File: config.mk
export PLATFORM = sky130hd
export DESIGN_NAME = fetch_stage
export DESIGN_NICKNAME = d
export VERILOG_FILES = /design/src/rtl/fetch_stage.sv
export SDC_FILE = /design/constraint.sdc
export NUM_CORES = 1
export LEC_CHECK = 0
export ABC_AREA = 1
export CORE_ASPECT_RATIO = 1.5
export CORE_MARGIN = 3
export CORE_UTILIZATION = 43
export CTS_CLUSTER_DIAMETER = 40
export DETAILED_ROUTE_END_ITERATION = 12
export PLACE_DENSITY_LB_ADDON = 0.2
export SETUP_SLACK_MARGIN = 0.2
export SLEW_MARGIN = 10
export SYNTH_ARGS = -nofsm -noshare
export SYNTH_HDL_FRONTEND = slang
export SYNTH_SLANG_ARGS = --single-unit
File: constraint.sdc
create_clock -name clk -period 1.55 [get_ports clk]
set_clock_uncertainty 0.15 [all_clocks]
set_input_delay 0.3875 -clock clk [delete_from_list [all_inputs] [get_ports clk]]
set_output_delay 0.3875 -clock clk [all_outputs]
set_load 0.01 [all_outputs]
File: src/rtl/fetch_stage.sv
// Instruction-fetch stage: owns the program counter, addresses the
// instruction ROM (combinational read) and registers the returned word
// into the IF/ID pipeline register. Handles stall, branch/jump redirect
// with flush, HALT detection and a saturating count of issued words.
module fetch_stage #(
    parameter logic [15:0] START_PC = 16'd1,
    parameter logic [4:0]  HALT_OP  = 5'b11010,
    parameter int          CNT_W    = 16
) (
    input  logic             clk,
    input  logic             rst_n,
    input  logic             stall,
    input  logic             redirect,
    input  logic [15:0]      redirect_pc,
    input  logic [8:0]       rom_instr,
    output logic [15:0]      pc,
    output logic [8:0]       if_id_instr,
    output logic [15:0]      if_id_pc,
    output logic             if_id_valid,
    output logic             halted,
    output logic [CNT_W-1:0] fetch_count
);

    localparam logic ST_RUN    = 1'b0;
    localparam logic ST_HALTED = 1'b1;

    logic             state_q, state_d;
    logic [15:0]      pc_q, pc_d;
    logic [8:0]       instr_q, instr_d;
    logic [15:0]      ipc_q, ipc_d;
    logic             valid_q, valid_d;
    logic [CNT_W-1:0] cnt_q, cnt_d;
    logic             is_halt;

    // Only the opcode field is inspected; operand bits pass through untouched.
    assign is_halt = (rom_instr[8:4] == HALT_OP);

    // Next-state selection: redirect beats stall, stall beats a normal fetch.
    always_comb begin
        state_d = state_q;
        pc_d    = pc_q;
        instr_d = instr_q;
        ipc_d   = ipc_q;
        valid_d = valid_q;
        cnt_d   = cnt_q;
        if (redirect) begin
            // Flush whatever was fetched down the wrong path, even if stalled.
            pc_d    = redirect_pc;
            instr_d = '0;
            ipc_d   = '0;
            valid_d = 1'b0;
            state_d = ST_RUN;
        end else if (state_q == ST_RUN) begin
            if (!stall) begin
                instr_d = rom_instr;
                ipc_d   = pc_q;
                valid_d = 1'b1;
                if (cnt_q != '1) begin
                    cnt_d = cnt_q + CNT_W'(1);
                end
                if (is_halt) begin
                    // Park on the HALT address; a later redirect can still resume.
                    state_d = ST_HALTED;
                end else begin
                    pc_d = pc_q + 16'd1;
                end
            end
        end else begin
            // Halted: issue the HALT once, but keep it while decode is stalled.
            if (!stall) begin
                instr_d = '0;
                ipc_d   = '0;
                valid_d = 1'b0;
            end
        end
    end

    // State registers with immediate (asynchronous) reset.
    always_ff @(posedge clk or negedge rst_n) begin
        if (!rst_n) begin
            state_q <= ST_RUN;
            pc_q    <= START_PC;
            instr_q <= '0;
            ipc_q   <= '0;
            valid_q <= 1'b0;
            cnt_q   <= '0;
        end else begin
            state_q <= state_d;
            pc_q    <= pc_d;
            instr_q <= instr_d;
            ipc_q   <= ipc_d;
            valid_q <= valid_d;
            cnt_q   <= cnt_d;
        end
    end

    assign pc          = pc_q;
    assign if_id_instr = instr_q;
    assign if_id_pc    = ipc_q;
    assign if_id_valid = valid_q;
    assign halted      = (state_q == ST_HALTED);
    assign fetch_count = cnt_q;

endmodule

==> results_dict.tcl, run 1 <==
set metrics [dict create \
    status "finished with violations" \
    violations "negative setup slack" \
    synthToLayoutAreaGrowth_pct 70.4 \
    total_power_mw 5.66 \
    clock_latency_ns 0.34 \
    hold_violations 0 \
    die_x_um 75.7 \
    reg2reg_from "pc[0]$_DFFE_PN1P_" \
    fin_crit_sh_pct 109 \
    cp.arrival_ns 1.78 \
    grt_overflow 0 \
    worst_slew_pin_slew_ns 0.443 \
    grtUsageMet3_pct 3.73 \
    register_area_um2 1480 \
    nFillCells 510 \
    wl_um 11000 \
    use_met2_pct 43.7 \
    clock_sinks 59 \
    fin_nets 630 \
    worstPathRequired_ns 1.64 \
    worstSetupStartpointType "register" \
    track_usage_pct 24.4 \
    worst_slack_ns -0.144 \
    rsz0062_at_grt "true" \
    multi_input_area_um2 1770 \
    cp_max_fo 5 \
    core_region_area_um2 6990 \
    rows 37 \
    cellLeakagePower_nw 2.80 \
    io_pins 88 \
    reg2reg_to "pc[10]$_DFFE_PN0P_" \
    syn_area_um2 3140 \
    powerDensity_nw_per_um2 1060 \
    seq_area_frac_synth_pct 47.1 \
    synth.net_count 442 \
    clk_pin_slew_worst_paths_ns 0.08 \
    ys_ff_latch 59 \
    dieArea_um2 8370 \
    hold_class "in -> reg" \
    htree_num_levels 3 \
    holdPathStages 2 \
    first_pass_iters 5 \
    clock_path_buffers 2 \
    hold_ws_ns 0.255 \
    yosys_warnings 0 \
    vdd_ir_drop_max_mv 0.709 \
    slew_headroom_pct 70.5 \
    cts_tree "built" \
    rr_worst_depth 9 \
    syn_avg_cell_area_um2 7.63 \
    synth_cells 411 \
    end_kind "register" \
    antenna_found_initial 0 \
    min_from "rom_instr[4]" \
    num_antenna_cells 0 \
    first_global_vias 3382 \
    via_per_inst 5.11 \
    fin_tns_setup_ns -2.28 \
    top_usage_layer "met2" \
    drc 0 \
    drive_gt1_share_pct 41.9 \
    ant_nets 0 \
    setup_violations 27 \
    routedWlPerCell_um 15.7 \
    drv_slew 0 \
    fmax_mhz 590 \
    synth_cell_type_count 23 \
    grt_pass1_wl_um 15800 \
    min_to "if_id_instr[4]$_DFFE_PN0P_" \
    path_class "reg -> reg" \
    dpl_cell_area_um2 4450 \
    dp_hpwl_um 6510 \
    vias 3581 \
    portBuffers 87 \
    dr.first_iter.drc_count 186 \
    clock_tree.root_cell "clkbuf_8" \
    dp_slack_ns -0.421 \
    met1_usage_pct 28.6 \
    grt_max_degree 27 \
    dieHeight_um 111 \
    fin_area_um2 5340 \
    gp_congestion 0.880 \
    cap_viol_max_count 0 \
    rrSetupSlack_ns -0.14 \
    finalCriticalPeriod_ns 1.69 \
    cts-buffers-inserted 9 \
    start_util_pct 44.9 \
]
[how the worst max path moves through the flow]
stage                                       endpoint               from  cells past startpoint  slack [ns]
final                             pc[10]$_DFFE_PN0P_  pc[0]$_DFFE_PN1P_                      9       -0.14
after global placement             pc[2]$_DFFE_PN0P_           redirect                      6       -0.36
after CTS                         pc[10]$_DFFE_PN0P_  pc[0]$_DFFE_PN1P_                      9       -0.15
after floorplan                   pc[10]$_DFFE_PN0P_  pc[0]$_DFFE_PN1P_                      8       -0.03
after detailed placement  if_id_instr[1]$_DFFE_PN0P_           redirect                      6       -0.42
after global routing              pc[14]$_DFFE_PN0P_  pc[0]$_DFFE_PN1P_                      9       -0.24
[per-stage QoR]
step / util [%] / cells
finish: 76.4 / 701
floorplan: - / 411
CTS: 70.3 / 681
detailed placement: 63.7 / 622
global placement: 63.7 / 622
global route: 76.4 / 701
[synthesized netlist by cell type]
cell      instances  area share, %
xnor2_1           6            1.7
dfstp_2           1           0.84
xor2_1            9            2.5
nor2_2            1           0.20
dfrtp_1          58             46
nor3_4            1           0.52
o21ai_0          35            5.6
nand3_1          26            4.1
ha_1              2           0.80
buf_8             1           0.48
nor2_8            1           0.64
nand2_4           2           0.72
buf_2             4           0.64
a21oi_4           1           0.52
nand2_2           2           0.40
nor2_4            2           0.72
inv_1            32            3.8
a22o_1           11            3.1
nand2_1         151             18
nor2_1           48            5.7
inv_2             3           0.36
clkbuf_1          7           0.84
nand4_1           7            1.4
[layer usage]
layer | share of wire [%] | vias up
li1 | - | 1695
met1 | 37 | 1703
met2 | 55 | 144
met3 | 5.1 | 39
met4 | 3.7 | 0
met5 | 0 | -
[worst max-delay path, stage by stage (launching register included)]
cell,delay (ns)
dfstp_2,0.54
buf_6,0.12
ha_4,0.15
nand3_4,0.10
nor2_4,0.19
nand3_1,0.09
nand2_1,0.07
nand3_1,0.07
nand2_1,0.07
nand2_1,0.04
[kinds of logic after synthesis]
logic type               count (synthesis)  synth area share, %
AO/OA/AOI/OAI                           47                 9.18
buffers and inverters                   47                 6.15
adder cells (fa/ha/maj)                  2                0.798
flip-flops                              59                 47.1
XOR/XNOR                                15                 4.19
AND/OR/NAND/NOR                        241                 32.6
[cell type report]
| class | count | area share [%] |
|---|---|---|
| tap | 97 | 2.27 |
| timing repair buffer | 186 | 29.7 |
| clock inverter | 7 | 1.90 |
| clock buffer | 9 | 2.32 |
| inverter | 35 | 2.88 |
| sequential | 59 | 27.7 |
| multi-input combinational | 307 | 33.0 |
| timing repair inverter | 1 | 0.117 |
[sequential cells by signal, indices dropped and copies added, names as in the netlist]
signal,cells
fetch_count,16
if_id_pc,16
pc,16
if_id_instr,9
halted,1
if_id_valid,1
[where the power goes]
group          leakage [nW]  internal, mW  switching, mW  total (mW)
logic                  1.95          1.06           1.07        2.12
clock network         0.106         0.915          0.687        1.60
registers             0.750          1.76          0.179        1.94
[placed cells by master, fill, tap and decap left out, types with 11 or more instances in the layout]
cell / n
nand2_1: 114
buf_6: 33
nand2_4: 12
buf_2: 41
o21ai_1: 23
nor2_1: 40
buf_4: 76
inv_1: 27
dfrtp_1: 54
clkdlybuf4s50_1: 20
nand3_1: 23
nand2_2: 27
a22o_1: 11
[timing repair]
| action | CTS | global route |
|---|---|---|
| endpoints found under the setup margin | 117 | 116 |
| hold buffers | 1 | 0 |
| buffers inserted | 38 | 18 |
| pin swaps | 12 | 22 |
| cloned | 4 | 2 |
| hold endpoints to repair | 13 | 0 |
| resized for setup | 304 | 79 |
(Power assumes the default switching activity.)
==> run 2: changes to the inputs <==
--- a/config.mk
+++ b/config.mk
@@ -6,12 +6,14 @@
 export NUM_CORES = 1
 export LEC_CHECK = 0
 export ABC_AREA = 1
+export CELL_PAD_IN_SITES_DETAIL_PLACEMENT = 1
+export CELL_PAD_IN_SITES_GLOBAL_PLACEMENT = 2
 export CORE_ASPECT_RATIO = 1.5
 export CORE_MARGIN = 3
-export CORE_UTILIZATION = 43
+export CORE_UTILIZATION = 24
 export CTS_CLUSTER_DIAMETER = 40
 export DETAILED_ROUTE_END_ITERATION = 12
-export PLACE_DENSITY_LB_ADDON = 0.2
+export PLACE_DENSITY = 0.85
 export SETUP_SLACK_MARGIN = 0.2
 export SLEW_MARGIN = 10
 export SYNTH_ARGS = -nofsm -noshare
==> run 2 against run 1 <==
The run still ends with negative setup slack left; register-to-register slack better by 0.04 ns; worst setup slack better by 0.041 ns; total power up 19%; critical path type unchanged.
==> results_dict.tcl, run 2 (same netlist as run 1, synthesis figures left out) <==
set metrics [dict create \
    status "finished with violations" \
    violations "negative setup slack" \
    worst_slew_pin_slew_ns 0.287 \
    slowest_delay_ns 0.58 \
    path_class "reg -> reg" \
    clock_tree.root_cell "clkbuf_16" \
    clock_latency_ns 0.33 \
    end_kind "register" \
    portBuffers 87 \
    finalCriticalPeriod_ns 1.65 \
    grt_max_degree 40 \
    synthToLayoutAreaGrowth_pct 82.5 \
    fin_nets 637 \
    pwr-share-seq_pct 29.8 \
    rows 50 \
    first_pass_iters 4 \
    routedWlPerCell_um 18.2 \
    powerDensity_nw_per_um2 1170 \
    hold_ws_ns 0.138 \
    fin_tns_setup_ns -1.23 \
    hold_violations 0 \
    gp_congestion 0.854 \
    ant_nets 0 \
    rrSetupSlack_ns -0.10 \
    vdd_ir_drop_max_mv 0.603 \
    endpoint "pc[3]$_DFFE_PN0P_" \
    rr_worst_depth 7 \
    first_global_vias 3862 \
    track_usage_pct 18.4 \
    reg2reg_to "pc[3]$_DFFE_PN0P_" \
    p_int_mw 4.65 \
    drv_slew 0 \
    io_pins 88 \
    crit_path_start "pc[0]$_DFFE_PN1P_" \
    drc 0 \
    mostFrequentLayoutCells "132 x nand2_1, 85 x buf_4, 50 x dfrtp_1, 40 x buf_6, 39 x nor2_1" \
    cts-buffers-inserted 9 \
    final_common_cell "nand2_1" \
    comb_power_share_pct 33.8 \
    p_sw_share_pct 30.7 \
    wl_um 14000 \
    dr.first_iter.drc_count 80 \
    dieHeight_um 146 \
    htree_num_levels 3 \
    cp_max_fo 4 \
    start_util_pct 24.8 \
    slew_headroom_pct 80.7 \
    drive_gt1_share_pct 42.2 \
    p_clk_share_pct 36.5 \
    cap_viol_max_count 0 \
    postLayoutCoreUtil_pct 45.3 \
    fin_area_um2 5720 \
    hold_class "in -> reg" \
    setup_violations 26 \
    clock_path_buffers 2 \
    dieArea_um2 14500 \
    reg2reg_from "pc[0]$_DFFE_PN1P_" \
    via_per_inst 4.69 \
    dp_slack_ns -0.521 \
    num_antenna_cells 0 \
    worstPathRequired_ns 1.66 \
    fin_cells 767 \
    vias 3600 \
    rsz0062_at_grt "true" \
    grt_pass1_wl_um 20700 \
    total_power_mw 6.71 \
    dpl_cell_area_um2 4550 \
    fin_crit_sh_pct 107 \
    clk_pin_slew_worst_paths_ns 0.06 \
    worstSetupStartpointType "register" \
    grt_overflow 0 \
    cp.arrival_ns 1.76 \
    worst_slack_ns -0.104 \
    switchingPower_mw 2.06 \
    cellLeakagePower_nw 2.90 \
    dp.cells 685 \
    cp_slowest_cell "dfstp_2" \
    dp_hpwl_um 8600 \
    holdPathStages 2 \
    cts_tree "built" \
    clock_sinks 59 \
    fmax_mhz 605 \
    antenna_found_initial 0 \
    core_region_area_um2 12600 \
    die_x_um 99.3 \
    path_cells "buf_4 -> nand3_4 -> buf_4 -> xor2_2 -> o21ai_2 -> nand2_1 -> nand2_1" \
]
run 2: cell count changes in the layout (fill, tap and decap cells not counted), sizes merged:
cell,previous run,this run
dlygate4sd2,7,1
bufinv,2,3
buf,155,168
clkdlybuf4s15,0,2
clkinvlp,2,0
inv,37,34
clkinv,2,3
clkbuf,12,13
run 2: timing repair:
item	CTS	global route
resized for setup	335	74
cloned	6	1
hold buffers	1	0
endpoints found under the setup margin	117	118
hold endpoints to repair	7	0
pin swaps	17	16
buffers inserted	37	21
run 2: worst max-delay path: cells and delay by family, from the launching register on:
kind | cells | cell delay, ns
flip-flops | 1 | 0.58
buffers and inverters | 2 | 0.30
AND/OR/NAND/NOR | 3 | 0.25
XOR/XNOR | 1 | 0.15
AO/OA/AOI/OAI | 1 | 0.14
run 2: layout make-up:
class / instances / area (um^2)
clock inverters: 4 / 95.1
flip-flops and latches: 59 / 1490
well taps: 156 / 195
inverters: 35 / 159
clock buffers: 12 / 267
repair inverters: 1 / 16.3
multi-input cells: 307 / 1750
repair buffers: 193 / 1750
fillers: 1474 / 6920
run 2: how the worst min path moves through the flow:
| stage | from | end | slack [ns] |
|---|---|---|---|
| after global routing | rom_instr[6] | if_id_instr[6]$_DFFE_PN0P_ | 0.14 |
| final | rom_instr[4] | if_id_instr[4]$_DFFE_PN0P_ | 0.14 |
| after floorplan | rst_n | fetch_count[0]$_DFFE_PN0P_ | -0.06 |
| after detailed placement | rst_n | if_id_instr[4]$_DFFE_PN0P_ | 0.12 |
| after CTS | rom_instr[4] | if_id_instr[4]$_DFFE_PN0P_ | 0.18 |
| after global placement | rst_n | if_id_instr[6]$_DFFE_PN0P_ | 0.11 |
run 2: metal layers:
metal / GRT usage (%) / routed length, um / part of all wire [%] / up-vias
met5: 0 / 0 / 0 / -
met4: 5.33 / 244 / 1.7 / 0
met3: 3.74 / 620 / 4.4 / 20
met2: 34.9 / 7880 / 56 / 92
met1: 20.0 / 5220 / 37 / 1796
li1: - / - / - / 1692
run 2: power groups by stage:
stage	clock, mW	sequential [mW]	combinational [mW]
floorplan	0	2.11	0.546
global placement	0	2.02	1.56
detailed placement	0	2.02	1.62
CTS	2.48	1.98	1.91
global route	2.56	2.03	2.46
finish	2.45	2.00	2.27
==> run 3: changes to the inputs <==
--- a/config.mk
+++ b/config.mk
@@ -6,6 +6,7 @@
 export NUM_CORES = 1
 export LEC_CHECK = 0
 export ABC_AREA = 1
+export CAP_MARGIN = 20
 export CELL_PAD_IN_SITES_DETAIL_PLACEMENT = 1
 export CELL_PAD_IN_SITES_GLOBAL_PLACEMENT = 2
 export CORE_ASPECT_RATIO = 1.5
@@ -19,3 +20,4 @@
 export SYNTH_ARGS = -nofsm -noshare
 export SYNTH_HDL_FRONTEND = slang
 export SYNTH_SLANG_ARGS = --single-unit
+export TNS_END_PERCENT = 5
==> run 3 against run 2 <==
The run still ends with negative setup slack left; count of clock-buffer cells in the layout decreased by 2; die area did not move; highest routed layer unchanged; maximum frequency is 5.5% lower.
==> results_dict.tcl, run 3 (same netlist as run 1, synthesis figures left out) <==
set metrics [dict create \
    rows 50 \
    die_x_um 99.3 \
    cap_viol_max_count 0 \
    grt_overflow 0 \
    p_clk_share_pct 34.7 \
    dp_slack_ns -0.520 \
    final_common_cell "nand2_1" \
    dieHeight_um 146 \
    hold_ws_ns 0.182 \
    dieArea_um2 14500 \
    cts_tree "built" \
    p_int_mw 3.69 \
    clk_pin_slew_worst_paths_ns 0.06 \
    antenna_found_initial 0 \
    dr.first_iter.drc_count 138 \
    total_power_mw 5.51 \
    worst_slew_pin_slew_ns 0.346 \
    clock_path_buffers 2 \
    via_per_inst 4.58 \
    dp_hpwl_um 8160 \
    fin_cells 726 \
    clock_tree.root_cell "clkbuf_16" \
    status "finished with violations" \
    clock_sinks 59 \
    drc 0 \
    io_pins 88 \
    nFillCells 1532 \
    track_usage_pct 16.1 \
    dp.cells 692 \
    cp_max_fo 5 \
    portBuffers 87 \
    vias 3327 \
    cp.arrival_ns 1.81 \
    worstSetupStartpointType "register" \
    cp_slowest_cell "dfstp_2" \
    end_kind "register" \
    htree_num_levels 3 \
    fmax_mhz 571 \
    grt_max_degree 60 \
    drv_slew 0 \
    path_cells "ha_4 -> nand3_4 -> nor2_4 -> xor2_1 -> o21ai_1 -> nand2_1" \
    fin_crit_sh_pct 113 \
    postLayoutCoreUtil_pct 38.9 \
    p_sw_share_pct 33.1 \
    fin_nets 596 \
    gp_congestion 0.800 \
    drive_gt1_share_pct 31.6 \
    hold_violations 0 \
    multi_input_area_um2 1570 \
    violations "negative setup slack" \
    wl_um 11400 \
    register_area_um2 1480 \
    cts-buffers-inserted 9 \
    worst_slack_ns -0.201 \
    powerDensity_nw_per_um2 1120 \
    cellLeakagePower_nw 2.56 \
    core_region_area_um2 12600 \
    rsz0062_at_grt "true" \
    worstPathRequired_ns 1.61 \
    mostFrequentLayoutCells "146 x nand2_1, 60 x buf_4, 53 x dfrtp_1, 44 x nor2_1, 42 x buf_2" \
    vdd_ir_drop_max_mv 0.525 \
    switchingPower_mw 1.82 \
    pwr-share-seq_pct 36.0 \
    synthToLayoutAreaGrowth_pct 56.9 \
    start_util_pct 24.8 \
    slew_headroom_pct 76.9 \
    routedWlPerCell_um 15.7 \
    hold_class "in -> reg" \
    comb_power_share_pct 29.3 \
    path_class "reg -> reg" \
    slowest_delay_ns 0.59 \
    first_global_vias 3619 \
    grt_pass1_wl_um 18500 \
    clock_latency_ns 0.33 \
    setup_violations 16 \
    num_antenna_cells 0 \
    first_pass_iters 4 \
    finalCriticalPeriod_ns 1.75 \
    ant_nets 0 \
]
-- run 3: cell count changes in the layout (fill, tap and decap cells not counted), moves of 5 or more --
cell,delta
buf_2,+10
buf_4,-25
buf_6,-22
dlymetal6s2s_1,+5
nand2_1,+14
nand2_2,-9
nand2_4,-5
nor2_1,+5
nor2_4,-8
o21ai_0,+14
o21ai_1,-9
o21ai_2,-5
-- run 3: power groups by stage --
stage               sequential, mW  combinational, mW  clock, mW
global placement              2.02               1.54          0
detailed placement            2.03               1.60          0
floorplan                     2.11              0.536          0
global route                  2.02               1.77       2.06
finish                        1.98               1.61       1.91
CTS                           1.98               1.60       1.97
-- run 3: worst paths after layout --
check                      cells past startpoint                    endpoint                     from  slack (ns)
min in group asynchronous                      3          pc[11]$_DFFE_PN0P_                    rst_n        0.45
min reg2reg                                    2     if_id_valid$_DFFE_PN0P_  if_id_valid$_DFFE_PN0P_        0.33
max in group asynchronous                      3           pc[0]$_DFFE_PN1P_                    rst_n        0.48
max reg2reg                                    6           pc[6]$_DFFE_PN0P_        pc[0]$_DFFE_PN1P_       -0.20
min                                            2  if_id_instr[6]$_DFFE_PN0P_             rom_instr[6]        0.18
max                                            6           pc[6]$_DFFE_PN0P_        pc[0]$_DFFE_PN1P_       -0.20
-- run 3: through the flow --
step / instance area [um^2] / TNS, ns
2_1_floorplan: 3180 / -0.200
3_3_place_gp: 4610 / -22.76
3_5_place_dp: 4610 / -25.84
4_1_cts: 4960 / -3.23
5_1_grt: 4920 / -4.07
6_report: 4920 / -1.67
-- run 3: worst max-delay path, delay by kind of cell, from the launching register on --
| kind | cells | cell delay, ns |
|---|---|---|
| and+or+nand+nor | 3 | 0.44 |
| DFF | 1 | 0.59 |
| AOI/OAI and AO/OA | 1 | 0.17 |
| adders and majority gates | 1 | 0.16 |
| xor gates and xnor gates | 1 | 0.12 |
-- run 3: routing by layer --
metal	up-vias	global-route usage [%]	wire (um)
met5	-	0	0
met4	0	7.45	342
met3	20	2.59	356
met2	73	29.3	6150
met1	1627	18.1	4520
li1	1607	-	-
-- run 3: layout make-up --
class	count	area share (%)
multi-input combinational	306	31.9
sequential	59	30.2
inverter	35	2.72
clock buffer	10	4.86
tap	156	3.97
clock inverter	6	0.941
timing repair buffer	154	25.5
-- run 3: timing repair --
action / CTS / global route
endpoints found under the setup margin: 117 / 115
gates resized for setup: 92 / 197
hold buffers: 1 / 0
cloned: 1 / 0
endpoints found under the hold margin: 58 / 0
pin swaps: 3 / 16
setup buffers: 13 / 3
